[config.mk]
export PLATFORM = sky130hd
export DESIGN_NAME = uart_rx_8n1
export DESIGN_NICKNAME = d
export VERILOG_FILES = /design/src/rtl/uart_rx_pkg.sv /design/src/rtl/uart_rx_fifo_buf.sv /design/src/rtl/uart_rx_8n1.sv
export SDC_FILE = /design/constraint.sdc
export NUM_CORES = 1
export LEC_CHECK = 0
export BUFFER_PORTS_ARGS = -buffer_cell sky130_fd_sc_hd__buf_2
export CAP_MARGIN = 30
export CORE_UTILIZATION = 55
export DETAILED_ROUTE_END_ITERATION = 6
export PLACE_DENSITY_LB_ADDON = 0.3
export SLEW_MARGIN = 20
export SYNTH_ARGS = -nofsm -noshare
export SYNTH_HDL_FRONTEND = slang
export SYNTH_HIERARCHICAL = 1
export SYNTH_SLANG_ARGS = --single-unit
[constraint.sdc]
create_clock -name clk -period 7.7 [get_ports clk]
set_input_delay 0.77 -clock clk [delete_from_list [all_inputs] [get_ports clk]]
set_output_delay 0.77 -clock clk [all_outputs]
set_load 0.05 [all_outputs]
[src/rtl/uart_rx_pkg.sv]
// Shared types and helpers for the 8N1 UART receiver.
// Holds the FSM state encoding and the bit-period calculation.
package uart_rx_pkg;

  typedef enum logic [2:0] {
    IDLE,
    START,
    DATA,
    STOP,
    BREAK
  } rx_state_e;

  localparam int UART_DATA_BITS = 8;

  function automatic int clks_per_bit(
    input int freq,
    input int baud
  );
    return freq / baud;
  endfunction

endpackage

[src/rtl/uart_rx_fifo_buf.sv]
// First-word fall-through synchronous FIFO for received bytes.
// Drops pushes when full unless a pop frees a slot that same cycle.
module uart_rx_fifo_buf #(
  parameter int WIDTH = 8,
  parameter int DEPTH = 8
) (
  input  logic                       clk,
  input  logic                       rst,
  input  logic                       push,
  input  logic [WIDTH-1:0]           wdata,
  input  logic                       pop,
  output logic [WIDTH-1:0]           rdata,
  output logic                       full,
  output logic                       empty,
  output logic [$clog2(DEPTH+1)-1:0] count,
  output logic                       overrun
);

  localparam int PW = $clog2(DEPTH);
  localparam int CW = $clog2(DEPTH + 1);

  if (DEPTH < 2 || (DEPTH & (DEPTH - 1)) != 0) begin : g_depth_chk
    $error("DEPTH must be a power of 2 and >= 2");
  end

  logic [WIDTH-1:0] mem [DEPTH];
  logic [PW-1:0]    wr_ptr;
  logic [PW-1:0]    rd_ptr;
  logic [CW-1:0]    cnt;
  logic             do_push;
  logic             do_pop;

  assign full    = (cnt == CW'(DEPTH));
  assign empty   = (cnt == '0);
  assign do_pop  = pop && !empty;
  assign do_push = push && (!full || do_pop);
  assign overrun = push && full && !do_pop;
  assign count   = cnt;
  assign rdata   = empty ? '0 : mem[rd_ptr];

  always_ff @(posedge clk) begin
    if (rst) begin
      wr_ptr <= '0;
      rd_ptr <= '0;
      cnt    <= '0;
    end else begin
      if (do_push) wr_ptr <= wr_ptr + 1'b1;
      if (do_pop)  rd_ptr <= rd_ptr + 1'b1;
      cnt <= cnt + CW'(do_push) - CW'(do_pop);
    end
  end

  always_ff @(posedge clk) begin
    if (do_push) mem[wr_ptr] <= wdata;
  end

endmodule

[src/rtl/uart_rx_8n1.sv]
// 8N1 UART receiver: synchronizer, mid-bit sampling FSM and
// an elastic byte buffer with valid/ready read port.
module uart_rx_8n1
  import uart_rx_pkg::*;
#(
  parameter int CLK_FREQ_HZ = 25_000_000,
  parameter int BAUD_RATE   = 781_250,
  parameter int FIFO_DEPTH  = 8
) (
  input  logic                            clk,
  input  logic                            rst,
  input  logic                            rx_i,
  input  logic                            rx_en_i,
  output logic [7:0]                      rdata_o,
  output logic                            rvalid_o,
  input  logic                            rready_i,
  output logic [$clog2(FIFO_DEPTH+1)-1:0] count_o,
  output logic                            frame_err_o,
  output logic                            overrun_o,
  output logic                            busy_o
);

  localparam int CPB   = clks_per_bit(CLK_FREQ_HZ, BAUD_RATE);
  localparam int CNT_W = $clog2(CPB);
  localparam int BIT_W = $clog2(UART_DATA_BITS);

  localparam logic [CNT_W-1:0] CNT_LAST = CNT_W'(CPB - 1);
  localparam logic [CNT_W-1:0] CNT_HALF = CNT_W'(CPB / 2 - 1);
  localparam logic [BIT_W-1:0] BIT_LAST = BIT_W'(UART_DATA_BITS - 1);

  if (CPB < 4) begin : g_cpb_chk
    $error("CLKS_PER_BIT must be >= 4");
  end

  rx_state_e                 state;
  rx_state_e                 state_n;
  logic                      rx_meta;
  logic                      rx_s;
  logic [CNT_W-1:0]          cnt;
  logic [BIT_W-1:0]          bit_idx;
  logic [UART_DATA_BITS-1:0] shreg;
  logic                      sample_data;
  logic                      push;
  logic                      frame_err;
  logic                      fifo_full;
  logic                      fifo_empty;

  always_ff @(posedge clk) begin
    if (rst) begin
      rx_meta <= 1'b1;
      rx_s    <= 1'b1;
    end else begin
      rx_meta <= rx_i;
      rx_s    <= rx_meta;
    end
  end

  always_ff @(posedge clk) begin
    if (rst) state <= IDLE;
    else     state <= state_n;
  end

  always_comb begin
    state_n = state;
    unique case (state)
      IDLE:
        if (rx_en_i && !rx_s) state_n = START;
      START:
        if (cnt == CNT_HALF) state_n = rx_s ? IDLE : DATA;
      DATA:
        if (cnt == CNT_LAST && bit_idx == BIT_LAST)
          state_n = STOP;
      STOP:
        if (cnt == CNT_LAST) state_n = rx_s ? IDLE : BREAK;
      BREAK:
        if (rx_s) state_n = IDLE;
      default:
        state_n = IDLE;
    endcase
  end

  always_comb begin
    busy_o      = (state != IDLE);
    sample_data = (state == DATA) && (cnt == CNT_LAST);
    push        = 1'b0;
    frame_err   = 1'b0;
    if (state == STOP && cnt == CNT_LAST) begin
      push      = rx_s;
      frame_err = !rx_s;
    end
  end

  // Counter restarts on every state change so each phase times from zero.
  always_ff @(posedge clk) begin
    if (rst) begin
      cnt     <= '0;
      bit_idx <= '0;
      shreg   <= '0;
    end else begin
      if (state != state_n || state == IDLE || state == BREAK)
        cnt <= '0;
      else if (cnt == CNT_LAST)
        cnt <= '0;
      else
        cnt <= cnt + 1'b1;
      if (state == START)
        bit_idx <= '0;
      else if (sample_data)
        bit_idx <= bit_idx + 1'b1;
      if (sample_data)
        shreg <= {rx_s, shreg[UART_DATA_BITS-1:1]};
    end
  end

  assign frame_err_o = frame_err;
  assign rvalid_o    = !fifo_empty;

  uart_rx_fifo_buf #(
    .WIDTH (UART_DATA_BITS),
    .DEPTH (FIFO_DEPTH)
  ) u_fifo (
    .clk     (clk),
    .rst     (rst),
    .push    (push),
    .wdata   (shreg),
    .pop     (rready_i),
    .rdata   (rdata_o),
    .full    (fifo_full),
    .empty   (fifo_empty),
    .count   (count_o),
    .overrun (overrun_o)
  );

endmodule

* After elaboration in Yosys (flattened, before gate mapping)
Memory sizes are Yosys's and may differ from the RTL's. A register that Yosys moved wholly into a read port is not among the register bits.
Index checks and enable logic that the tools add are counted.
** Storage, ports and cells
- Bits of input ports :: 5
- RAM bits :: 64
- Word-level logic and storage cells :: 60
- Memories :: 1
- Output and inout port bits :: 16
- Bits in registers :: 31
** Memory list
- u_fifo.mem :: words 8, bits a word 8, read ports 1, clocked after memory_dff 1, wr ports 1, line uart_rx_fifo_buf.sv:26 : logic [WIDTH-1:0] mem [DEPTH];
** Cells by class
- Equal/unequal tests :: 9
- Muxes and demuxes :: 15
- Reduce and logical (&&, ||, !) cells :: 20
- Add/subtract/negate cells :: 6
** Operators with widths (number)
- $mux 3 :: 8
- $pmux 3 s5 :: 1
- $add 3x1->3 const B :: 3
- $logic_and 1x1->1 :: 8
- $mux 8 :: 1
- $eq 3x2->1 const B :: 2
- $eq 3x3->1 const B :: 2
- $add 5x1->5 const B :: 1
- $eq 5x4->1 const B :: 1
- $eq 5x5->1 const B :: 1
- $add 4x1->4 :: 1
- $eq 4x4->1 const B :: 1
- $logic_not 1->1 :: 4
- $logic_not 4->1 :: 1
- $mux 1 :: 4
- $sub 4x1->4 :: 1
- $eq 3x1->1 const B :: 1
- $logic_not 3->1 :: 1
- $logic_or 1x1->1 :: 3
- $ne 3x3->1 :: 1
- $reduce_bool 3->1 :: 1
- $reduce_or 3->1 :: 1
- $mux 2 :: 1
- $reduce_or 2->1 :: 1

* Logic depth before layout (Yosys ltp)
Gate-level depths: netlist of the first run.
- Depth in word-level cells :: 8
- Gate-level depth with buffers :: 14
- Mapped depth without buffers :: 14

* Modules after synthesis
The synthesis of the first run kept the hierarchy.
** Modules (own cells, without submodules)
- uart_rx_fifo_buf :: instances 1, sequential area each 2182.1 sq um, area each 3159.3 sq um, cells each 179
- uart_rx_8n1 :: instances 1, sequential area each 420.4 sq um, area each 937.1 sq um, cells each 106

* Worst setup path after synthesis of the first run
No wires, ideal clock.
- Kind :: reg-to-reg
- Start :: reg u_fifo.cnt[3], in the netlist u_fifo/count[3]
- End :: reg u_fifo.cnt[3], in the netlist u_fifo/count[3]
- Setup time :: 0.121 ns
- Clock period less this slack :: 2.838 ns
- Buffers on the path :: 0
- Slack :: 4.862 ns
- Stages on the path, launching flop included :: 11
- Required time :: 7.579 ns
- Arrival time :: 2.717 ns
- Cells stage by stage :: dfxtp_1 ha_1 or3b_4 o21a_1 inv_1 ha_1 inv_1 ha_1 a21o_1 a21oi_1 mux2_2
** On the way
- Longest elaborated chain between the ends :: 7
- Elaborated cells on any way between the ends :: 9
- Those cells by class :: add/sub (2); eq/ne (1); reduce/logical (6)
** Ends and longest elaborated chain
- start: declaration :: line uart_rx_fifo_buf.sv:29 : logic [CW-1:0] cnt;
- start signal: assignment :: line uart_rx_fifo_buf.sv:49 : cnt <= cnt + CW'(do_push) - CW'(do_pop);
- $logic_not 4->1 :: line uart_rx_fifo_buf.sv:34 : assign empty = (cnt == '0);
- $logic_not 1->1 :: line uart_rx_fifo_buf.sv:35 : assign do_pop = pop && !empty;
- $logic_and 1x1->1 :: line uart_rx_fifo_buf.sv:35
- $logic_or 1x1->1 :: line uart_rx_fifo_buf.sv:36 : assign do_push = push && (!full || do_pop);
- $logic_and 1x1->1 :: line uart_rx_fifo_buf.sv:36
- $add 4x1->4 :: line uart_rx_fifo_buf.sv:49
- $sub 4x1->4 (*) :: line uart_rx_fifo_buf.sv:49
Mark *: on every way between the ends. The rest lies on a longest branch, timed or not.
A chain may end at the register's enable or synchronous reset.

* Final worst setup path of the first run
- Start :: reg u_fifo.cnt[2], in the netlist u_fifo/count[2]
- End :: out rdata_o[6]
** On the way
- Longest elaborated chain between the ends :: 2
** Ends and longest elaborated chain
- $logic_not 4->1 :: line uart_rx_fifo_buf.sv:34
- named net fifo_empty :: line uart_rx_8n1.sv:46 : logic fifo_empty;
- $mux 8 :: line uart_rx_fifo_buf.sv:39 : assign rdata = empty ? '0 : mem[rd_ptr];
- end: declaration :: line uart_rx_8n1.sv:14 : output logic [7:0] rdata_o,
The timed path passes the listed nets, and every way through them passes these cells.

==> flow_summary_export.csv, run 1 <==
group,metric,value,unit
worst_hold_path,hp-start,"rx_meta$_SDFF_PP1_",
sta,finalCritPeriodShare,0.411,
worst_hold_path,hold_class,"flip-flop to flip-flop",
logic_synthesis,syn-num-nets,304,
pwr,powerDensity,289,nW/um^2
sta,period_minus_slack,3.16,ns
final_layout,n_fill_cell,570,
grt,grt_max_degree,33,
clock_tree,cts_tree,"done",
grt,use_met2,0.333,
final_layout,utilization,0.624,
logic_synthesis,synth-xor-area-share,0.00855,
detailed_routing,routed_wl,7.12,mm
clock_tree,cts_repair_resize_count,0,
logic_synthesis,netlist_top_cells_area,"edfxtp_1 (47%), dfxtp_1 (17%), mux4_2 (5.5%)",
sta,timing.final.ws_setup,4.54,ns
place,dp_slack,4.62,ns
setup_path,startpoint_type,"flip-flop",
setup_path,r2r_slack,4.60,ns
grt,grt_pass1_wl,11.5,mm
grt,grt_pass1_vias,2310,
clock_tree,clk_latency,0.35,ns
setup_path,path_common_cell,"inv_1",
logic_synthesis,yosysSeqAreaShare,0.635,
worst_hold_path,hold_depth,1,
sta,rsz0062_at_grt,"no",
logic_synthesis,synth_cells,285,
logic_synthesis,ys_ff_latch,98,
flow_run,maxCapViolations,0,
setup_path,arrival,2.39,ns
grt,grt.busiest_layer,"met2",
final_layout,drive_gt1_frac,0.193,
logic_synthesis,synth_edf_count,64,
clock_tree,cts-htree-levels,3,
floorplanning,rows,31,
place,gp_congestion,0.848,
worst_hold_path,hold_end,"rx_s$_SDFF_PP1_",
clock_tree,cts_setup_buffers,0,
setup_path,crit_slowest_cell,"nor2_1",
setup_path,cp_slowest_stage_delay,0.56,ns
logic_synthesis,async_flop_share,0,
setup_path,worst-r2r-cell-count,13,
logic_synthesis,yosysTopAreaCell,"edfxtp_1",
final_layout,antenna_cells,0,
detailed_routing,vias_per_cell,5.62,
clock_tree,clkSinkCount,98,
setup_path,crit_buf_inv,3,
pwr,ir_worst_vdd,0.000207,V
logic_synthesis,syn_avg_cell_area,14.4,sq um
logic_synthesis,synth_compound_area_frac,0.0751,
final_layout,instances_no_fill,415,
setup_path,crit_fanout,8,
setup_path,endpoint_kind,"primary output",
floorplanning,die_h,88.3,microns
logic_synthesis,synth_warnings,6,
clock_tree,clockBufferDepth,2,
grt,groute.layer.met3.usage,0.0420,
logic_synthesis,synth_cell_type_count,48,
floorplanning,dieWidth,88.3,microns
setup_path,cp_top_family,"simple AND/OR/NAND/NOR gates",
logic_synthesis,synth_top_family_by_area,"multiplexers",
detailed_routing,vias,2331,
final_layout,final_cell_mix,"edfxtp_1 (64), dfxtp_1 (34), nand2_1 (23), buf_2 (21), inv_1 (17)",
clock_tree,clkTransAtPathRegs,0.09,ns
clock_tree,cts_hold_buf,0,
setup_path,cp_data_required_time,6.93,ns
final_layout,nets,330,
logic_synthesis,synth-simple-area-share,0.0980,
setup_path,reg2reg_to,"u_fifo/count[3]$_SDFF_PP0_",
detailed_routing,wire_per_inst,17.2,microns
pwr,total_power,0.00130,W
clock_tree,numCtsBuffers,9,
detailed_routing,antenna_left,0,
detailed_routing,drt_iter0_markers,116,
place,dp_hpwl,4.73,mm
sta,setup-violations-final,0,
floorplanning,dieArea,7800,sq um
logic_synthesis,synth_area,4100,sq um
detailed_routing,drc,0,
final_layout,area_delta_synth_final,9.87,%
setup_path,crit_chain,"inv_1, ha_1, or3b_1, inv_1, nor2_1, a22o_1, buf_2",
sta,fin_tns_setup,0,ns
logic_synthesis,synthMuxAreaShare,0.104,
logic_synthesis,synth_adder_area_share,0.0446,
sta,relSlewSlack,0.371,
setup_path,rr_startpoint,"cnt[0]$_SDFF_PP0_",
logic_synthesis,netlist.area_leader.share,0.469,
place,placed_cells,396,
grt,grtUsageMet1,0.266,
grt,grt.overflow.total,0,
sta,hold_violations,0,
sta,clock.fmax,0.316,GHz
sta,drv_slew,0,
pwr,leakage,1.62,nW
setup_path,crit_type,"flip-flop to primary output",
floorplanning,coreArea,7210,sq um
sta,worstMarginPinSlew,0.939,ns
grt,antenna_found_initial,0,
floorplanning,start_util,0.568,
run_status,status,"complete, no violations",
floorplanning,io_pins,21,
grt,grtUsageTotal,0.204,
sta,clock_skew,0.00623,ns
logic_synthesis,synth_ff_type,"edfxtp_1",
detailed_routing,drt_first_pass_iters,5,
clock_tree,ctsRootBufferMaster,"clkbuf_8",
final_layout,mostFrequentLayoutCell,"edfxtp_1",
place,port_buffers,20,
sequential cells by signal (all words and copies together), names as in the netlist, named ones only:
name           flops
rx_meta            1
state              3
bit_idx            3
u_fifo/wr_ptr      3
shreg              8
rx_s               1
u_fifo/rd_ptr      3
u_fifo/count       4
cnt                5
u_fifo/mem        64
metal layers:
metal / up-vias / share of wire
met4: 0 / 0.013
met2: 52 / 0.50
met3: 8 / 0.034
met1: 1152 / 0.46
li1: 1119 / -
met5: - / 0
how the worst max path moves through the flow:
stage	startpoint	endpoint	slack, ns	cells after the start
floorplan	u_fifo/count[3]$_SDFF_PP0_	u_fifo/count[3]$_SDFF_PP0_	4.86	10
global placement	cnt[0]$_SDFF_PP0_	u_fifo/mem[2][5]$_DFFE_PP_	4.50	8
detailed placement	cnt[0]$_SDFF_PP0_	u_fifo/count[3]$_SDFF_PP0_	4.62	13
CTS	u_fifo/count[2]$_SDFF_PP0_	rdata_o[6]	4.49	7
global route	cnt[0]$_SDFF_PP0_	u_fifo/count[2]$_SDFF_PP0_	4.28	14
finish	u_fifo/count[2]$_SDFF_PP0_	rdata_o[6]	4.54	7
power breakdown:
part | internal (W) | switching [W]
sequential | 0.000569 | 0.0000248
clock | 0.000153 | 0.000178
combinational | 0.000132 | 0.000243
total | 0.000854 | 0.000446
per-stage QoR:
step / cell area (sq um) / hold WS (ns)
final: 4500 / 0.419
after global routing: 4500 / 0.451
after CTS: 4480 / 0.425
after detailed placement: 4280 / 0.397
after global placement: 4260 / 0.394
after floorplan: 4100 / 0.389
kinds of logic (layout without fill, tap and decap cells):
group / Yosys count / count (layout)
DFF: 98 / 98
muxes: 20 / 20
and+or+nand+nor: 77 / 77
xor gates and xnor gates: 4 / 4
AOI/OAI and AO/OA: 44 / 44
adders and majority gates: 14 / 14
buffers and inverters: 28 / 59
area by class of cell:
class / instances / area [sq um] / area share
flip-flops and latches: 98 / 2600 / 0.578
clock inverters: 7 / 73.8 / 0.0164
multi-input cells: 159 / 1360 / 0.303
repair buffers: 26 / 150 / 0.0334
clock buffers: 9 / 124 / 0.0275
inverters: 17 / 63.8 / 0.0142
well taps: 99 / 124 / 0.0275
synth_stat cells (all sizes together) (4+ instances only):
library cell  instances
edfxtp               64
dfxtp                34
nand2                23
inv                  17
a21oi                16
mux4                 16
nor2                 15
ha                   13
a22o                  8
buf                   8
nor2b                 7
nand2b                6
a2111oi               4
nand3                 4
nor3                  4
No activity file was read; power rests on OpenSTA's default activity.
==> run 2, diff against run 1 <==
--- a/config.mk
+++ b/config.mk
@@ -7,7 +7,7 @@
 export LEC_CHECK = 0
 export BUFFER_PORTS_ARGS = -buffer_cell sky130_fd_sc_hd__buf_2
 export CAP_MARGIN = 30
-export CORE_UTILIZATION = 55
+export CORE_UTILIZATION = 54
 export DETAILED_ROUTE_END_ITERATION = 6
 export PLACE_DENSITY_LB_ADDON = 0.3
 export SLEW_MARGIN = 20
==> constraint.sdc (replaced) <==
create_clock -name clk -period 2.62 [get_ports clk]
set_input_delay 0.262 -clock clk [delete_from_list [all_inputs] [get_ports clk]]
set_output_delay 0.262 -clock clk [all_outputs]
set_load 0.05 [all_outputs]
==> run 2 against run 1 <==
Compared with the run above: die area increased by 1.8%; hold slack got worse by 0.33 ns; core utilization increased by 1.4 points; routed wire length down 4.1%; first-iteration DRC count is 33% lower; setup slack lost 4.4 ns; count of clock-buffer cells in the layout did not move; combinational power grew to 3.2 times the previous value; final area increased by 3.3%; critical path type is now flip-flop to flip-flop; critical endpoint is now u_fifo/count[3]$_SDFF_PP0_; largest cell class unchanged; highest routed layer unchanged.
==> flow_summary_export.csv, run 2 (same netlist as run 1, synthesis figures left out) <==
group,metric,value,unit
floorplanning,dieArea,7940,sq um
detailed_routing,antenna_left,0,
sta,period_minus_slack,2.51,ns
sta,hold_violations,0,
sta,drv_slew,0,
final_layout,final_cell_mix,"edfxtp_1 (64), dfxtp_1 (30), nand2_1 (23), buf_2 (20), buf_4 (18)",
detailed_routing,vias_per_cell,5.52,
setup_path,crit_chain,"ha_4, and3_4, ha_4, nand3_4, nor2_4, o21a_1, inv_2, ha_2, inv_1, ha_2, a21o_1, a21oi_2, mux2_4",
final_layout,nets,342,
setup_path,endpoint,"u_fifo/count[3]$_SDFF_PP0_",
clock_tree,cts_hold_buf,0,
setup_path,crit_buf_inv,2,
final_layout,largest_register_ffs,64,
final_layout,drive_gt1_frac,0.262,
sta,finalCritPeriodShare,0.960,
setup_path,endpoint_kind,"flip-flop",
final_layout,final-seq-area,2610,sq um
pwr,seq_power_share,0.441,
flow_run,maxCapViolations,0,
final_layout,utilization,0.638,
pwr,ir_worst_vdd,0.000511,V
setup_path,cp_data_required_time,2.88,ns
final_layout,area_delta_synth_final,13.5,%
setup_path,startpoint_type,"flip-flop",
place,dp_hpwl,4.48,mm
floorplanning,coreArea,7290,sq um
sta,whs,0.0850,ns
clock_tree,clkTransAtPathRegs,0.10,ns
floorplanning,rows,31,
clock_tree,ctsRootBufferMaster,"clkbuf_8",
setup_path,crit_type,"flip-flop to flip-flop",
pwr,clkPwrFrac,0.252,
final_layout,n_fill_cell,574,
setup_path,cp_slowest_stage_delay,0.37,ns
sta,worstMarginPinSlew,0.547,ns
final_layout,top_regs,"u_fifo/mem x64, shreg x8, cnt x5",
detailed_routing,routed_wl,6.84,mm
pwr,p_int,0.00256,W
final_layout,top_register,"u_fifo/mem",
sta,clock.fmax,0.398,GHz
floorplanning,dieWidth,89.1,microns
clock_tree,cts-htree-levels,3,
sta,setup-violations-final,0,
grt,grt_pass1_vias,2218,
grt,grtUsageTotal,0.192,
setup_path,cp_top_family,"adder cells",
pwr,p_switching,0.00132,W
pwr,power_frac_comb,0.307,
final_layout,mostFrequentLayoutCell,"edfxtp_1",
grt,antenna_found_initial,0,
clock_tree,clk_latency,0.36,ns
setup_path,reg2reg_to,"u_fifo/count[3]$_SDFF_PP0_",
floorplanning,io_pins,21,
detailed_routing,drt_first_pass_iters,4,
pwr,swShare,0.341,
clock_tree,cts_tree,"done",
grt,grt_pass1_wl,11.0,mm
place,port_buffers,20,
setup_path,crit_slowest_cell,"dfxtp_2",
place,gp_congestion,0.783,
setup_path,r2r_slack,0.11,ns
detailed_routing,wire_per_inst,16.0,microns
detailed_routing,drt_iter0_markers,78,
setup_path,arrival,2.77,ns
clock_tree,clkSinkCount,98,
setup_path,rr_startpoint,"cnt[0]$_SDFF_PP0_",
final_layout,antenna_cells,0,
sta,relSlewSlack,0.635,
pwr,leakage,1.68,nW
grt,grt_max_degree,33,
worst_hold_path,hold_depth,2,
setup_path,worstSetupStartpoint,"cnt[0]$_SDFF_PP0_",
run_status,status,"complete, no violations",
grt,grt.overflow.total,0,
floorplanning,die_h,89.1,microns
setup_path,cp.depth,13,
clock_tree,numCtsBuffers,9,
setup_path,crit_fanout,5,
detailed_routing,drc,0,
final_layout,multiInputGateArea,1420,sq um
pwr,powerDensity,836,nW/um^2
floorplanning,start_util,0.562,
sta,clock_skew,0.00819,ns
detailed_routing,vias,2356,
setup_path,worst-r2r-cell-count,13,
clock_tree,clockBufferDepth,2,
worst_hold_path,hold_class,"input pin to flip-flop",
## run 2: through the flow
stage	std cells	worst slack, ns	cell area, sq um	total power (W)	setup TNS (ns)
2_1_floorplan	285	0.00722	4140	0.00269	0
3_3_place_gp	410	0.0582	4420	0.00291	0
3_5_place_dp	410	-0.0151	4420	0.00293	-0.0151
4_1_cts	426	0.00523	4620	0.00389	0
5_1_grt	427	-0.0128	4650	0.00408	-0.0128
6_report	427	0.106	4650	0.00389	0
## run 2: worst reg2reg max path, cell delays in order, from the launching register on
cell	delay, ns
dfxtp_2	0.37
ha_4	0.14
and3_4	0.20
ha_4	0.15
nand3_4	0.09
nor2_4	0.12
o21a_1	0.16
inv_2	0.06
ha_2	0.31
inv_1	0.04
ha_2	0.17
a21o_1	0.18
a21oi_2	0.14
mux2_4	0.30
## run 2: final cells by class
cell class / instances / share of cell area
sequential: 98 / 0.561
timing repair buffer: 38 / 0.0506
clock inverter: 7 / 0.0167
inverter: 17 / 0.0137
multi-input combinational: 159 / 0.305
tap: 99 / 0.0266
clock buffer: 9 / 0.0266
## run 2: what timing repair did
item	CTS	global route
buffers inserted	0	1
endpoints found under the hold margin	0	0
endpoints found under the setup margin	2	3
gates resized for setup	1	7
pin swaps	0	4
## run 2: layer usage
layer,up-vias,part of all wire,GRT usage
li1,1151,-,-
met1,1163,0.46,0.249
met2,32,0.50,0.321
met3,10,0.027,0.0388
met4,0,0.016,0.0736
met5,-,0,0
## run 2: worst min-delay path by stage
stage	slack, ns	to	from
floorplan	0.34	state[1]$_SDFF_PP0_	rst
global placement	0.39	rx_s$_SDFF_PP1_	rx_meta$_SDFF_PP1_
detailed placement	0.39	rx_s$_SDFF_PP1_	rx_meta$_SDFF_PP1_
CTS	0.07	rx_meta$_SDFF_PP1_	rx_i
global route	0.07	rx_meta$_SDFF_PP1_	rx_i
finish	0.09	rx_meta$_SDFF_PP1_	rx_i
## run 2: power groups by stage
stage,Clock (W),Sequential (W),Combinational [W]
after floorplan,0,0.00184,0.000849
after global placement,0,0.00175,0.00116
after global routing,0.00106,0.00173,0.00130
after CTS,0.000994,0.00171,0.00118
final,0.000978,0.00171,0.00119
after detailed placement,0,0.00175,0.00118
==> run 3, diff against run 2 <==
--- a/config.mk
+++ b/config.mk
@@ -9,7 +9,7 @@
 export CAP_MARGIN = 30
 export CORE_UTILIZATION = 54
 export DETAILED_ROUTE_END_ITERATION = 6
-export PLACE_DENSITY_LB_ADDON = 0.3
+export PLACE_DENSITY_LB_ADDON = 0.1
 export SLEW_MARGIN = 20
 export SYNTH_ARGS = -nofsm -noshare
 export SYNTH_HDL_FRONTEND = slang
==> run 3 against run 2 <==
Compared with the run above: fmax hardly changed; clock skew is 0.0028 ns higher; first-iteration DRC count is 73% higher; global-route usage is 0.33 points higher; critical path type unchanged; largest cell class unchanged; highest routed layer unchanged.
==> flow_summary_export.csv, run 3 (same netlist as run 1, synthesis figures left out) <==
group,metric,value,unit
place,port_buffers,20,
setup_path,cp_slowest_stage_delay,0.39,ns
final_layout,largest_register_ffs,64,
flow_run,maxCapViolations,0,
setup_path,crit_type,"flip-flop to flip-flop",
setup_path,rr_startpoint,"u_fifo/count[2]$_SDFF_PP0_",
setup_path,reg2reg_to,"u_fifo/count[3]$_SDFF_PP0_",
floorplanning,rows,31,
clock_tree,cts_tree,"done",
clock_tree,numCtsBuffers,9,
final_layout,mostFrequentLayoutCell,"edfxtp_1",
floorplanning,start_util,0.562,
setup_path,arrival,2.76,ns
sta,rsz0062_at_grt,"no",
clock_tree,clk_latency,0.35,ns
setup_path,worst-r2r-cell-count,11,
setup_path,crit_buf_inv,3,
detailed_routing,drt_first_pass_iters,4,
floorplanning,coreArea,7290,sq um
grt,grt_pass1_vias,2237,
sta,relSlewSlack,0.648,
final_layout,drive_gt1_frac,0.250,
clock_tree,clkSinkCount,98,
sta,fin_tns_setup,0,ns
sta,period_minus_slack,2.51,ns
pwr,ir_worst_vdd,0.000690,V
detailed_routing,vias_per_cell,5.48,
clock_tree,ctsRootBufferMaster,"clkbuf_8",
sta,drv_slew,0,
sta,worstMarginPinSlew,0.527,ns
grt,grt_pass1_wl,11.1,mm
detailed_routing,routed_wl,7.08,mm
sta,clock_skew,0.0110,ns
detailed_routing,drt_iter0_markers,135,
floorplanning,die_h,89.1,microns
detailed_routing,antenna_left,0,
clock_tree,clockBufferDepth,2,
clock_tree,cts-htree-levels,3,
final_layout,final_cell_mix,"edfxtp_1 (64), dfxtp_1 (30), nand2_1 (23), buf_2 (20), buf_4 (18)",
detailed_routing,wire_per_inst,16.6,microns
final_layout,utilization,0.641,
setup_path,crit_chain,"inv_1, ha_1, or3b_4, o21a_1, inv_2, ha_4, inv_1, ha_1, a21o_1, a21oi_2, mux2_2",
detailed_routing,drc,0,
floorplanning,io_pins,21,
setup_path,crit_slowest_cell,"or3b_4",
worst_hold_path,hold_class,"input pin to flip-flop",
worst_hold_path,hold_depth,2,
final_layout,antenna_cells,0,
sta,finalCritPeriodShare,0.959,
final_layout,top_regs,"u_fifo/mem x64, shreg x8, cnt x5",
place,dp_hpwl,4.74,mm
worst_hold_path,hold_end,"rx_meta$_SDFF_PP1_",
sta,clock.fmax,0.398,GHz
setup_path,cp_data_required_time,2.86,ns
detailed_routing,vias,2340,
grt,grtUsageTotal,0.195,
sta,whs,0.101,ns
run_status,status,"complete, no violations",
final_layout,top_register,"u_fifo/mem",
clock_tree,cts_hold_buf,0,
pwr,powerDensity,846,nW/um^2
floorplanning,dieWidth,89.1,microns
sta,hold_violations,0,
setup_path,endpoint_kind,"flip-flop",
grt,grt_max_degree,33,
final_layout,nets,342,
setup_path,r2r_slack,0.11,ns
pwr,leakage,1.69,nW
setup_path,startpoint_type,"flip-flop",
sta,setup-violations-final,0,
clock_tree,clkTransAtPathRegs,0.10,ns
final_layout,multiInputGateArea,1420,sq um
final_layout,area_delta_synth_final,14.1,%
floorplanning,dieArea,7940,sq um
setup_path,crit_fanout,5,
grt,antenna_found_initial,0,
setup_path,worstSetupStartpoint,"u_fifo/count[2]$_SDFF_PP0_",
place,gp_congestion,0.821,
worst_hold_path,hp-start,"rx_i",
final_layout,final-seq-area,2610,sq um
setup_path,cp_top_family,"adder cells",
final_layout,n_fill_cell,565,
grt,grt.overflow.total,0,
## run 3: area by class of cell
class | count | area share
Sequential cell | 98 | 0.558
Multi-Input combinational cell | 159 | 0.303
Timing Repair Buffer | 38 | 0.0503
Clock buffer | 9 | 0.0265
Tap cell | 99 | 0.0265
Clock inverter | 7 | 0.0214
Inverter | 17 | 0.0136
## run 3: worst max path at each step
stage                                  to  cells past startpoint  slack, ns
2_1_floorplan  u_fifo/count[3]$_SDFF_PP0_                     10      0.007
3_3_place_gp   u_fifo/count[3]$_SDFF_PP0_                     13       0.05
3_5_place_dp   u_fifo/count[3]$_SDFF_PP0_                     13      -0.01
4_1_cts        u_fifo/count[3]$_SDFF_PP0_                     13       0.01
5_1_grt        u_fifo/count[3]$_SDFF_PP0_                     11       0.01
6_report       u_fifo/count[3]$_SDFF_PP0_                     11       0.11
## run 3: worst register-to-register path, cell delays in order (launching register included)
cell and delay [ns]:
dfxtp_2 0.33, inv_1 0.09, ha_1 0.14, or3b_4 0.39, o21a_1 0.22, inv_2 0.12
ha_4 0.16, inv_1 0.04, ha_1 0.27, a21o_1 0.19, a21oi_2 0.12, mux2_2 0.33
## run 3: per-layer routing
| metal | GRT usage | vias to the layer above | share of wire |
|---|---|---|---|
| met2 | 0.337 | 38 | 0.51 |
| met5 | 0 | - | 0 |
| li1 | - | 1149 | - |
| met1 | 0.246 | 1149 | 0.45 |
| met3 | 0.0360 | 4 | 0.035 |
| met4 | 0.0736 | 0 | 0.0059 |
## run 3: metrics by stage
step	area (sq um)	setup slack, ns	cells	power [W]
after floorplan	4140	0.00722	285	0.00269
after global placement	4420	0.0501	411	0.00292
after detailed placement	4420	-0.0131	411	0.00293
after CTS	4650	0.0135	427	0.00398
after global routing	4680	0.0101	427	0.00415
final	4680	0.107	427	0.00396
## run 3: power by group
| group | internal [W] | total, W | switching, W |
|---|---|---|---|
| registers | 0.00167 | 0.00172 | 0.0000485 |
| logic | 0.000427 | 0.00118 | 0.000754 |
| clock network | 0.000546 | 0.00105 | 0.000507 |
## run 3: what timing repair did
action	CTS	global route
gates resized for setup	1	5
setup endpoints to repair	1	2
setup buffers	0	0
pin swaps	0	2
